### src/rtl/tone_gen_multi_if.sv
// tone_gen_multi_if: CPU write port and tone outputs of the multi-channel tone generator.
interface tone_gen_multi_if #(
    parameter int CHANNELS = 4,
    parameter int PERIOD_W = 20,
    parameter int DUR_W    = 16
);
    logic                        wr_en;
    logic [$clog2(CHANNELS)-1:0] wr_chan;
    logic [PERIOD_W-1:0]         wr_half_period;
    logic [DUR_W-1:0]            wr_duration;
    logic [CHANNELS-1:0]         busy;
    logic [CHANNELS-1:0]         done;
    logic [CHANNELS-1:0]         tone;
    logic                        buzzer;

    modport master (
        output wr_en, wr_chan, wr_half_period, wr_duration,
        input  busy, done, tone, buzzer
    );
    modport slave (
        input  wr_en, wr_chan, wr_half_period, wr_duration,
        output busy, done, tone, buzzer
    );
endinterface

### src/rtl/tone_gen_multi.sv
// tone_gen_multi: per-channel square-wave tone generators with ms-style durations
// and a first-order sigma-delta PDM mix onto a single buzzer pin.
module tone_gen_multi #(
    parameter int CHANNELS = 4,
    parameter int PERIOD_W = 20,
    parameter int DUR_W    = 16,
    parameter int TICK_DIV = 50000
) (
    input logic               clk,
    input logic               rst_async,
    tone_gen_multi_if.slave   bus
);
    localparam int CW = $clog2(CHANNELS);
    localparam int AW = $clog2(CHANNELS) + 1;
    localparam int TW = TICK_DIV > 1 ? $clog2(TICK_DIV) : 1;

    logic [TW-1:0] r_tick_cnt;
    logic          w_tick;
    logic [AW-1:0] r_acc;
    logic [AW-1:0] w_sum;
    logic [AW-1:0] w_a;
    logic          r_buzzer;

    assign w_tick = r_tick_cnt == TW'(TICK_DIV - 1);

    always_ff @(posedge clk or posedge rst_async) begin
        if (rst_async) r_tick_cnt <= '0;
        else           r_tick_cnt <= w_tick ? '0 : r_tick_cnt + TW'(1);
    end

    for (genvar i = 0; i < CHANNELS; i++) begin : g_ch
        logic                r_active;
        logic                r_tgl;
        logic                r_done;
        logic [PERIOD_W-1:0] r_half;
        logic [PERIOD_W-1:0] r_cnt;
        logic [DUR_W-1:0]    r_rem;
        logic                w_wr;

        assign w_wr = bus.wr_en && bus.wr_chan == CW'(i);

        // A write takes priority over an expiry landing on the same edge.
        always_ff @(posedge clk or posedge rst_async) begin
            if (rst_async) begin
                r_active <= 1'b0;
                r_tgl    <= 1'b0;
                r_done   <= 1'b0;
                r_half   <= '0;
                r_cnt    <= '0;
                r_rem    <= '0;
            end else begin
                r_done <= 1'b0;
                if (w_wr) begin
                    r_tgl <= 1'b0;
                    r_rem <= bus.wr_half_period != '0 ? bus.wr_duration : '0;
                    r_active <= bus.wr_half_period != '0;
                    if (bus.wr_half_period != '0) begin
                        r_half <= bus.wr_half_period;
                        r_cnt  <= '0;
                    end
                end else if (r_active) begin
                    if (w_tick && r_rem == DUR_W'(1)) begin
                        r_active <= 1'b0;
                        r_tgl    <= 1'b0;
                        r_rem    <= '0;
                        r_done   <= 1'b1;
                    end else begin
                        if (w_tick && r_rem != '0) r_rem <= r_rem - DUR_W'(1);
                        r_cnt <= r_cnt == r_half - PERIOD_W'(1) ? '0 : r_cnt + PERIOD_W'(1);
                        if (r_cnt == r_half - PERIOD_W'(1)) r_tgl <= ~r_tgl;
                    end
                end
            end
        end

        // Toggle is always cleared alongside active, so it already equals toggle & active.
        assign bus.busy[i] = r_active;
        assign bus.done[i] = r_done;
        assign bus.tone[i] = r_tgl;
    end

    always_comb begin
        w_sum = '0;
        for (int j = 0; j < CHANNELS; j++) w_sum = w_sum + AW'(bus.tone[j]);
    end

    assign w_a = r_acc + w_sum;

    always_ff @(posedge clk or posedge rst_async) begin
        if (rst_async) begin
            r_acc    <= '0;
            r_buzzer <= 1'b0;
        end else begin
            r_buzzer <= w_a >= AW'(CHANNELS);
            r_acc    <= w_a >= AW'(CHANNELS) ? w_a - AW'(CHANNELS) : w_a;
        end
    end

    assign bus.buzzer = r_buzzer;
endmodule

### src/flat_wrapper.sv
// flat-port wrapper written by rule: the top's interface ports become plain ports
module tone_gen_multi_flat 
#(
    parameter int CHANNELS = 4,
    parameter int PERIOD_W = 20,
    parameter int DUR_W    = 16,
    parameter int TICK_DIV = 50000
)
  (clk, rst_async, bus_wr_en, bus_wr_chan, bus_wr_half_period, bus_wr_duration, bus_busy, bus_done, bus_tone, bus_buzzer);
  tone_gen_multi_if #(.CHANNELS(CHANNELS), .PERIOD_W(PERIOD_W), .DUR_W(DUR_W)) bus_i ();
  input logic clk;
  input logic rst_async;
  input wire logic [$bits(bus_i.wr_en)-1:0] bus_wr_en;
  input wire logic [$bits(bus_i.wr_chan)-1:0] bus_wr_chan;
  input wire logic [$bits(bus_i.wr_half_period)-1:0] bus_wr_half_period;
  input wire logic [$bits(bus_i.wr_duration)-1:0] bus_wr_duration;
  output wire logic [$bits(bus_i.busy)-1:0] bus_busy;
  output wire logic [$bits(bus_i.done)-1:0] bus_done;
  output wire logic [$bits(bus_i.tone)-1:0] bus_tone;
  output wire logic [$bits(bus_i.buzzer)-1:0] bus_buzzer;
  assign bus_i.wr_en = bus_wr_en;
  assign bus_i.wr_chan = bus_wr_chan;
  assign bus_i.wr_half_period = bus_wr_half_period;
  assign bus_i.wr_duration = bus_wr_duration;
  assign bus_busy = bus_i.busy;
  assign bus_done = bus_i.done;
  assign bus_tone = bus_i.tone;
  assign bus_buzzer = bus_i.buzzer;
  tone_gen_multi #(.CHANNELS(CHANNELS), .PERIOD_W(PERIOD_W), .DUR_W(DUR_W), .TICK_DIV(TICK_DIV)) u_core (.clk(clk), .rst_async(rst_async), .bus(bus_i));
endmodule
### config.mk
export PLATFORM = sky130hd
export DESIGN_NAME = tone_gen_multi_flat
export DESIGN_NICKNAME = d
export VERILOG_FILES = /design/src/rtl/tone_gen_multi_if.sv /design/src/rtl/tone_gen_multi.sv /design/src/flat_wrapper.sv
export SDC_FILE = /design/constraint.sdc
export NUM_CORES = 1
export LEC_CHECK = 0
export CORE_AREA = 10 10 181 217
export DETAILED_ROUTE_END_ITERATION = 8
export DIE_AREA = 0 0 191 227
export PLACE_DENSITY = 0.66
export SLEW_MARGIN = 20
export SYNTH_ARGS = -nofsm -noshare
export SYNTH_HDL_FRONTEND = slang
export SYNTH_SLANG_ARGS = --single-unit
### constraint.sdc
create_clock -name clk -period 8.3 [get_ports clk]
set_clock_uncertainty 0.15 [all_clocks]
set_input_delay 1.66 -clock clk [delete_from_list [all_inputs] [get_ports clk]]
set_output_delay 1.66 -clock clk [all_outputs]
set_load 0.005 [all_outputs]
==> results by stage <==
Outcome:
- The flow ran to the end, and the final reports show no timing, DRC or antenna violations.

Logic synthesis:
- The fraction of the yosys area taken by sequential cells is 0.411.
- The yosys synthesis warning count is 0.
- In the synthesized netlist the async set-or-reset flop fraction comes to 1.00.
- The primary flip-flop cell chosen by synthesis mapping is sky130_fd_sc_hd__dfrtp_1.
- The netlist area before placement is between 15000 and 20000 um^2.
- The synthesized netlist cell count is 1893.
- The count of cell types in the netlist is 79.
- The synthesized design spends more area on one cell type than any other, namely sky130_fd_sc_hd__dfrtp_1.
- Synthesis produced a netlist with a net count of 1956.
- The count of flip-flops with a built-in enable after synthesis is 0.
- The average footprint of a synthesized cell is 8.24 um^2.
- The fraction of post-synthesis cell area in the top cell type by area is 0.411.
- The flip-flop and latch count after synthesis is 256.
- By area the synthesized netlist is led by sky130_fd_sc_hd__dfrtp_1, sky130_fd_sc_hd__nand2_1, sky130_fd_sc_hd__o21ai_0.

Drt:
- Dividing the detail-routed wire length by the instance count gives approximately 18 um.
- The number of iterations in the first detailed-routing pass is 5.
- Using the TritonRoute via totals, the vias-per-cell ratio works out to 5.89.
- The total wirelength of the detailed-routed design is 43700 um.
- Across all layers, the routed design uses 13983 vias.
- Once detail routing completed, the nets flagged for antenna violations numbered 0.
- The number of design rule violations left after detail routing is 0.
- The starting DRC count in detailed routing is between 1000 and 1500.

Critical path:
- The data arrival time of the critical path is about 4.8 ns.
- The reg-to-reg critical path endpoint is u_core.g_ch[3].r_cnt[8].
- The source of the worst register-to-register timing path is u_core.g_ch[3].r_half[3].
- The kind of end point of the critical path is a flop.
- STA puts the critical path data required time at 8.63 ns.
- The capture point of the critical path is u_core.g_ch[3].r_cnt[9].
- The worst-path maximum fanout is 21.
- By startpoint and endpoint, the worst setup path is classified as input pin to flop.
- STA classifies the critical path startpoint as an input pin.
- The source of the critical timing path is bus_wr_half_period[10].
- The worst-case reg-to-reg path depth is 7.
- The internal reg-to-reg setup slack is 4.09 ns.

Power and ir drop:
- Overall power consumption after layout is estimated at roughly 4.2 mW.
- For this design the static power due to leakage is 7.39 nW.
- The worst-case IR drop observed on VDD is 0.000187 V.
- The areal power density over the cells is 243 nW/um^2.

Global route:
- The leftover overflow at the end of global routing is 0.
- Entering global routing, the biggest net connects 148 pins.
- The number of antenna violations at the first check in global routing is 0.
- The wire length of the first global-routing pass is 71400 um.
- In the global route stage, overall resource usage came out at 0.199.
- The number of global-route vias before repair came to 13523.

Clock network:
- The clock latency on the worst-skew pair is approximately 0.57 ns.
- The clock tree from TritonCTS is yes.
- The post-CTS setup repair buffer count is 0.
- The clock-pin transition on the worst setup and hold timing paths is around 0.060 ns.
- In this run the number of H-tree levels came out at 1.
- The maximum buffer depth of the clock tree is 3.
- The number of clock sinks seen by CTS is 256.
- After clock tree synthesis, the repair step resized 0 gates.
- The hold buffer count at cts is 0.
- Clock tree synthesis selected as its root buffer the cell sky130_fd_sc_hd__clkbuf_16.
- The number of clock buffers inserted by TritonCTS is 29.

STA:
- Dividing the final minimum period by the clock period gives 0.534.
- The max-slew headroom at the worst pin is 0.314.
- The top achievable clock speed is 225 MHz.
- The slew of the pin with the lowest slew margin is ~1 ns.
- The max-slew violation total from the final report came to 0.
- The post-layout minimum cycle time is between 4 and 5 ns.
- The count of endpoints failing hold in the final timing report came to 0.
- The summed negative setup slack over all endpoints is 0 ns.
- Setup repair after global routing left no endpoint under its margin.
- Setup violations remaining at the end of the flow were counted as 0.

Floorplanning:
- The floorplan step defined a core boundary enclosing between 30000 and 40000 um^2.
- The initial utilization of the core area, before any placement, comes to 0.448.
- The die outline height is between 200 and 250 um.
- The overall die area is 43400 um^2.
- In this run the core area contains 75 standard-cell rows.
- The count of pins on the block boundary is 54.
- From left edge to right edge, the die measures 191 um.

Cells and area:
- The total number of nets in the final design is 1952.
- The count of antenna diodes in the layout is 0.
- The post-layout instance area is 17500 um^2.
- The synthesis-to-finish area growth is 12.1%.
- For this run, the share of the core covered by cells in the final layout is 0.502.
- The filler cell count in the final layout is 3311.
- The share of post-route cells with drive strength above 1 is 0.0492.

Flow run:
- The tool flagged a number of max-cap violations equal to 0.

Placed design:
- The congestion estimate from routability-driven global placement came to 0.913.
- Port buffering added 53 buffers.
- The half-perimeter wire length of the detailed placement result is 31300 um.
- The standard cell area after detailed placement is 16400 um^2.

Hold path:
- The min-delay analysis places its worst path in the category flop to flop.
-- metrics by stage --
step / setup WS, ns / std cells / hold slack [ns]
floorplan: 3.12 / 1893 / 0.297
global placement: 3.38 / 2320 / 0.321
detailed placement: 3.33 / 2320 / 0.331
CTS: 3.90 / 2374 / 0.339
global route: 3.54 / 2374 / 0.352
finish: 3.86 / 2374 / 0.343
-- critical path, cell delays in order --
cell and delay [ns]:
sky130_fd_sc_hd__clkdlybuf4s50_1 0.50, sky130_fd_sc_hd__nor4_1 0.29, sky130_fd_sc_hd__and3_1 0.19, sky130_fd_sc_hd__nand3_1 0.59, sky130_fd_sc_hd__and2_1 0.61, sky130_fd_sc_hd__buf_4 0.31
sky130_fd_sc_hd__nor2_1 0.32, sky130_fd_sc_hd__a31oi_1 0.07, sky130_fd_sc_hd__o21ai_0 0.20
-- state kept, by name, summed over array words and instances (netlist names) --
name / cells
u_core.g_ch.r_cnt: 80
u_core.g_ch.r_half: 80
u_core.g_ch.r_rem: 64
u_core.r_tick_cnt: 16
u_core.g_ch.r_active: 4
u_core.g_ch.r_done: 4
u_core.g_ch.r_tgl: 4
u_core.r_acc: 3
u_core.bus.buzzer: 1
-- synthesized netlist by cell type (all sizes together) (44+ instances only) --
cell type and number:
xor2 78, dfrtp 256, a21oi 50, nand2 371, xnor2 77, nand4 44
nand3 74, o21ai 149, clkbuf 81, nor3 71, nor4 48, nor2 151
inv 61
-- logic make-up (layout without fill, tap and decap cells) --
| family | count (synthesis) | in the layout | synth area share |
|---|---|---|---|
| and+or+nand+nor | 917 | 917 | 0.285 |
| AOI/OAI and AO/OA | 366 | 366 | 0.148 |
| other | 1 | 1 | 0.000240 |
| xor gates and xnor gates | 155 | 155 | 0.0870 |
| adders and majority gates | 22 | 22 | 0.0186 |
| DFF | 256 | 256 | 0.411 |
| buffers and inverters | 164 | 183 | 0.0434 |
| muxes | 12 | 12 | 0.00794 |
-- power breakdown --
group	internal [mW]	total, mW	switching (mW)
Combinational	0.436	0.986	0.550
Sequential	1.47	1.79	0.320
Clock	0.911	1.47	0.557
-- final cells by class --
type,instances,area [um^2],share of cell area
inverters,61,233,0.0133
multi-input cells,1473,8520,0.487
clock inverters,21,332,0.0190
clock buffers,33,761,0.0435
repair buffers,68,656,0.0375
flip-flops and latches,256,6410,0.366
well taps,462,578,0.0331
-- how the worst min path moves through the flow --
stage	from	to	slack, ns	depth (start not counted)
final	u_core.r_tick_cnt[0]	u_core.r_tick_cnt[0]	0.34	1
after global routing	u_core.r_tick_cnt[0]	u_core.r_tick_cnt[0]	0.35	1
after CTS	u_core.r_tick_cnt[0]	u_core.r_tick_cnt[0]	0.34	1
after detailed placement	u_core.r_tick_cnt[0]	u_core.r_tick_cnt[0]	0.33	1
after global placement	u_core.r_tick_cnt[0]	u_core.r_tick_cnt[0]	0.32	1
after floorplan	u_core.r_tick_cnt[0]	u_core.r_tick_cnt[0]	0.30	1
-- cell usage in the layout, fill, tap and decap left out, types with 15 or more instances in the layout --
| cell | n |
|---|---|
| sky130_fd_sc_hd__inv_1 | 60 |
| sky130_fd_sc_hd__o22ai_1 | 24 |
| sky130_fd_sc_hd__or3_1 | 16 |
| sky130_fd_sc_hd__and3_1 | 25 |
| sky130_fd_sc_hd__xor2_1 | 78 |
| sky130_fd_sc_hd__dfrtp_1 | 256 |
| sky130_fd_sc_hd__nand3_1 | 74 |
| sky130_fd_sc_hd__and2_1 | 15 |
| sky130_fd_sc_hd__nand4_1 | 44 |
| sky130_fd_sc_hd__nand2b_1 | 24 |
| sky130_fd_sc_hd__nand2_1 | 371 |
| sky130_fd_sc_hd__or4_1 | 15 |
| sky130_fd_sc_hd__a21oi_1 | 50 |
| sky130_fd_sc_hd__clkbuf_16 | 29 |
| sky130_fd_sc_hd__nor3_1 | 71 |
| sky130_fd_sc_hd__nor4_1 | 42 |
| sky130_fd_sc_hd__a31oi_1 | 25 |
| sky130_fd_sc_hd__o21ai_0 | 145 |
| sky130_fd_sc_hd__xnor2_1 | 77 |
| sky130_fd_sc_hd__nor2_1 | 150 |
| sky130_fd_sc_hd__clkdlybuf4s50_1 | 53 |
| sky130_fd_sc_hd__ha_1 | 20 |
-- routing by layer --
| layer | wire [um] | GRT usage | vias to the layer above |
|---|---|---|---|
| met5 | 0 | 0 | - |
| met3 | 2400 | 0.0285 | 86 |
| met4 | 1230 | 0.0661 | 0 |
| li1 | - | - | 6658 |
| met1 | 19300 | 0.266 | 6823 |
| met2 | 20700 | 0.325 | 416 |
No activity file was read; power rests on OpenSTA's default activity.
==> variant (same settings) <==
`PERIOD_W` is set to 20 in 3 places; all go to 28.
--- a/src/rtl/tone_gen_multi_if.sv
+++ b/src/rtl/tone_gen_multi_if.sv
@@ -3,3 +3,3 @@
     parameter int CHANNELS = 4,
-    parameter int PERIOD_W = 20,
+    parameter int PERIOD_W = 28,
     parameter int DUR_W    = 16
--- a/src/rtl/tone_gen_multi.sv
+++ b/src/rtl/tone_gen_multi.sv
@@ -4,3 +4,3 @@
     parameter int CHANNELS = 4,
-    parameter int PERIOD_W = 20,
+    parameter int PERIOD_W = 28,
     parameter int DUR_W    = 16,
--- a/src/flat_wrapper.sv
+++ b/src/flat_wrapper.sv
@@ -4,3 +4,3 @@
     parameter int CHANNELS = 4,
-    parameter int PERIOD_W = 20,
+    parameter int PERIOD_W = 28,
     parameter int DUR_W    = 16,
Interface: changed (resized bus_wr_half_period); port bits go from 54 to 62. No check against the original RTL was run, so the function may have changed too.
==> variant against the unedited design <==
  * Power up 19%
  * Register-to-register slack got worse by 100 ps
  * Sequential cell count is 64 higher
  * Setup slack better by 12 ps
  * Final area up 25%
  * Area after synthesis up 27%
  * Utilization is 13 points higher
  * Wire length rose by 32%
  * Synthesized cell count is 21% higher
  * Sequential power rose by 22%
==> variant: results <==
[drt]
vias = 17410
wl_met3_um = 2708
wl_um = 57780
wl_met1_um = 23870
first_pass_iters = 6

[cells_and_area]
fill_cells = 2996
clkCellAreaFrac = 0.05978
reg.largest.list = "u_core.g_ch.r_cnt x112, u_core.g_ch.r_half x112, u_core.g_ch.r_rem x64"
ff_latch_area_sq_mm = 0.008008
seq_share = 0.3661
multi_input_gates = 1790
drive_gt1_frac = 0.07629
fin_cells = 2782
clkbuf_count = 48

[placement]
pre_cts_ws_ps = 3365
dp_cells = 2715
port_buffers = 61
place.gp.congestion = 0.9671
place_area_sq_mm = 0.02056

[worst_setup_path]
cp.arrival_ps = 4680
critical_path.max_stage_delay_ps = 760

[power_and_ir_drop]
ir_worst_vdd_mv = 0.1502
clk-power_mw = 1.75
p_seq_frac = 0.431
seq-power_mw = 2.18
power.leakage_nw = 8.896

[synth]
post-synth-top-area-fraction = 0.4044
synth_compound_area_frac = 0.1330
synth-seq-area-share = 0.4044
synthMuxAreaShare = 0.03102

[sta]
relSlewSlack = 0.3239

[clock_network]
numClockSinks = 320
htree_levels = 2
clock_latency_ps = 540
cts_made_buffers = 37

[global_routing]
grt_max_degree = 135
grt.total_usage = 0.2650

[outcome]
status = "complete, no violations"
variant: per-layer routing:
metal | global-route usage | up-vias
li1 | - | 8182
met1 | 0.3274 | 8553
met2 | 0.4583 | 537
met3 | 0.03246 | 138
met4 | 0.1127 | 0
met5 | 0 | -
variant: path summary, 6_finish.rpt:
check                                    startpoint                  endpoint  slack (ps)  depth (start not counted)
setup / recovery              bus_wr_half_period[2]  u_core.g_ch[2].r_cnt[26]        3880                         10
hold / removal                 u_core.r_tick_cnt[0]      u_core.r_tick_cnt[0]         330                          1
setup reg to reg           u_core.g_ch[3].r_half[0]  u_core.g_ch[3].r_cnt[14]        3990                         10
hold reg to reg                u_core.r_tick_cnt[0]      u_core.r_tick_cnt[0]         330                          1
max in group asynchronous                 rst_async   u_core.g_ch[3].r_cnt[6]        4960                          4
min in group asynchronous                 rst_async  u_core.g_ch[1].r_cnt[17]        1610                          3
variant: critical path, delay by kind of cell:
kind                   cells  cell delay, ps
and+or+nand+nor            5             870
AOI/OAI and AO/OA          2             520
buffers and inverters      3            1550
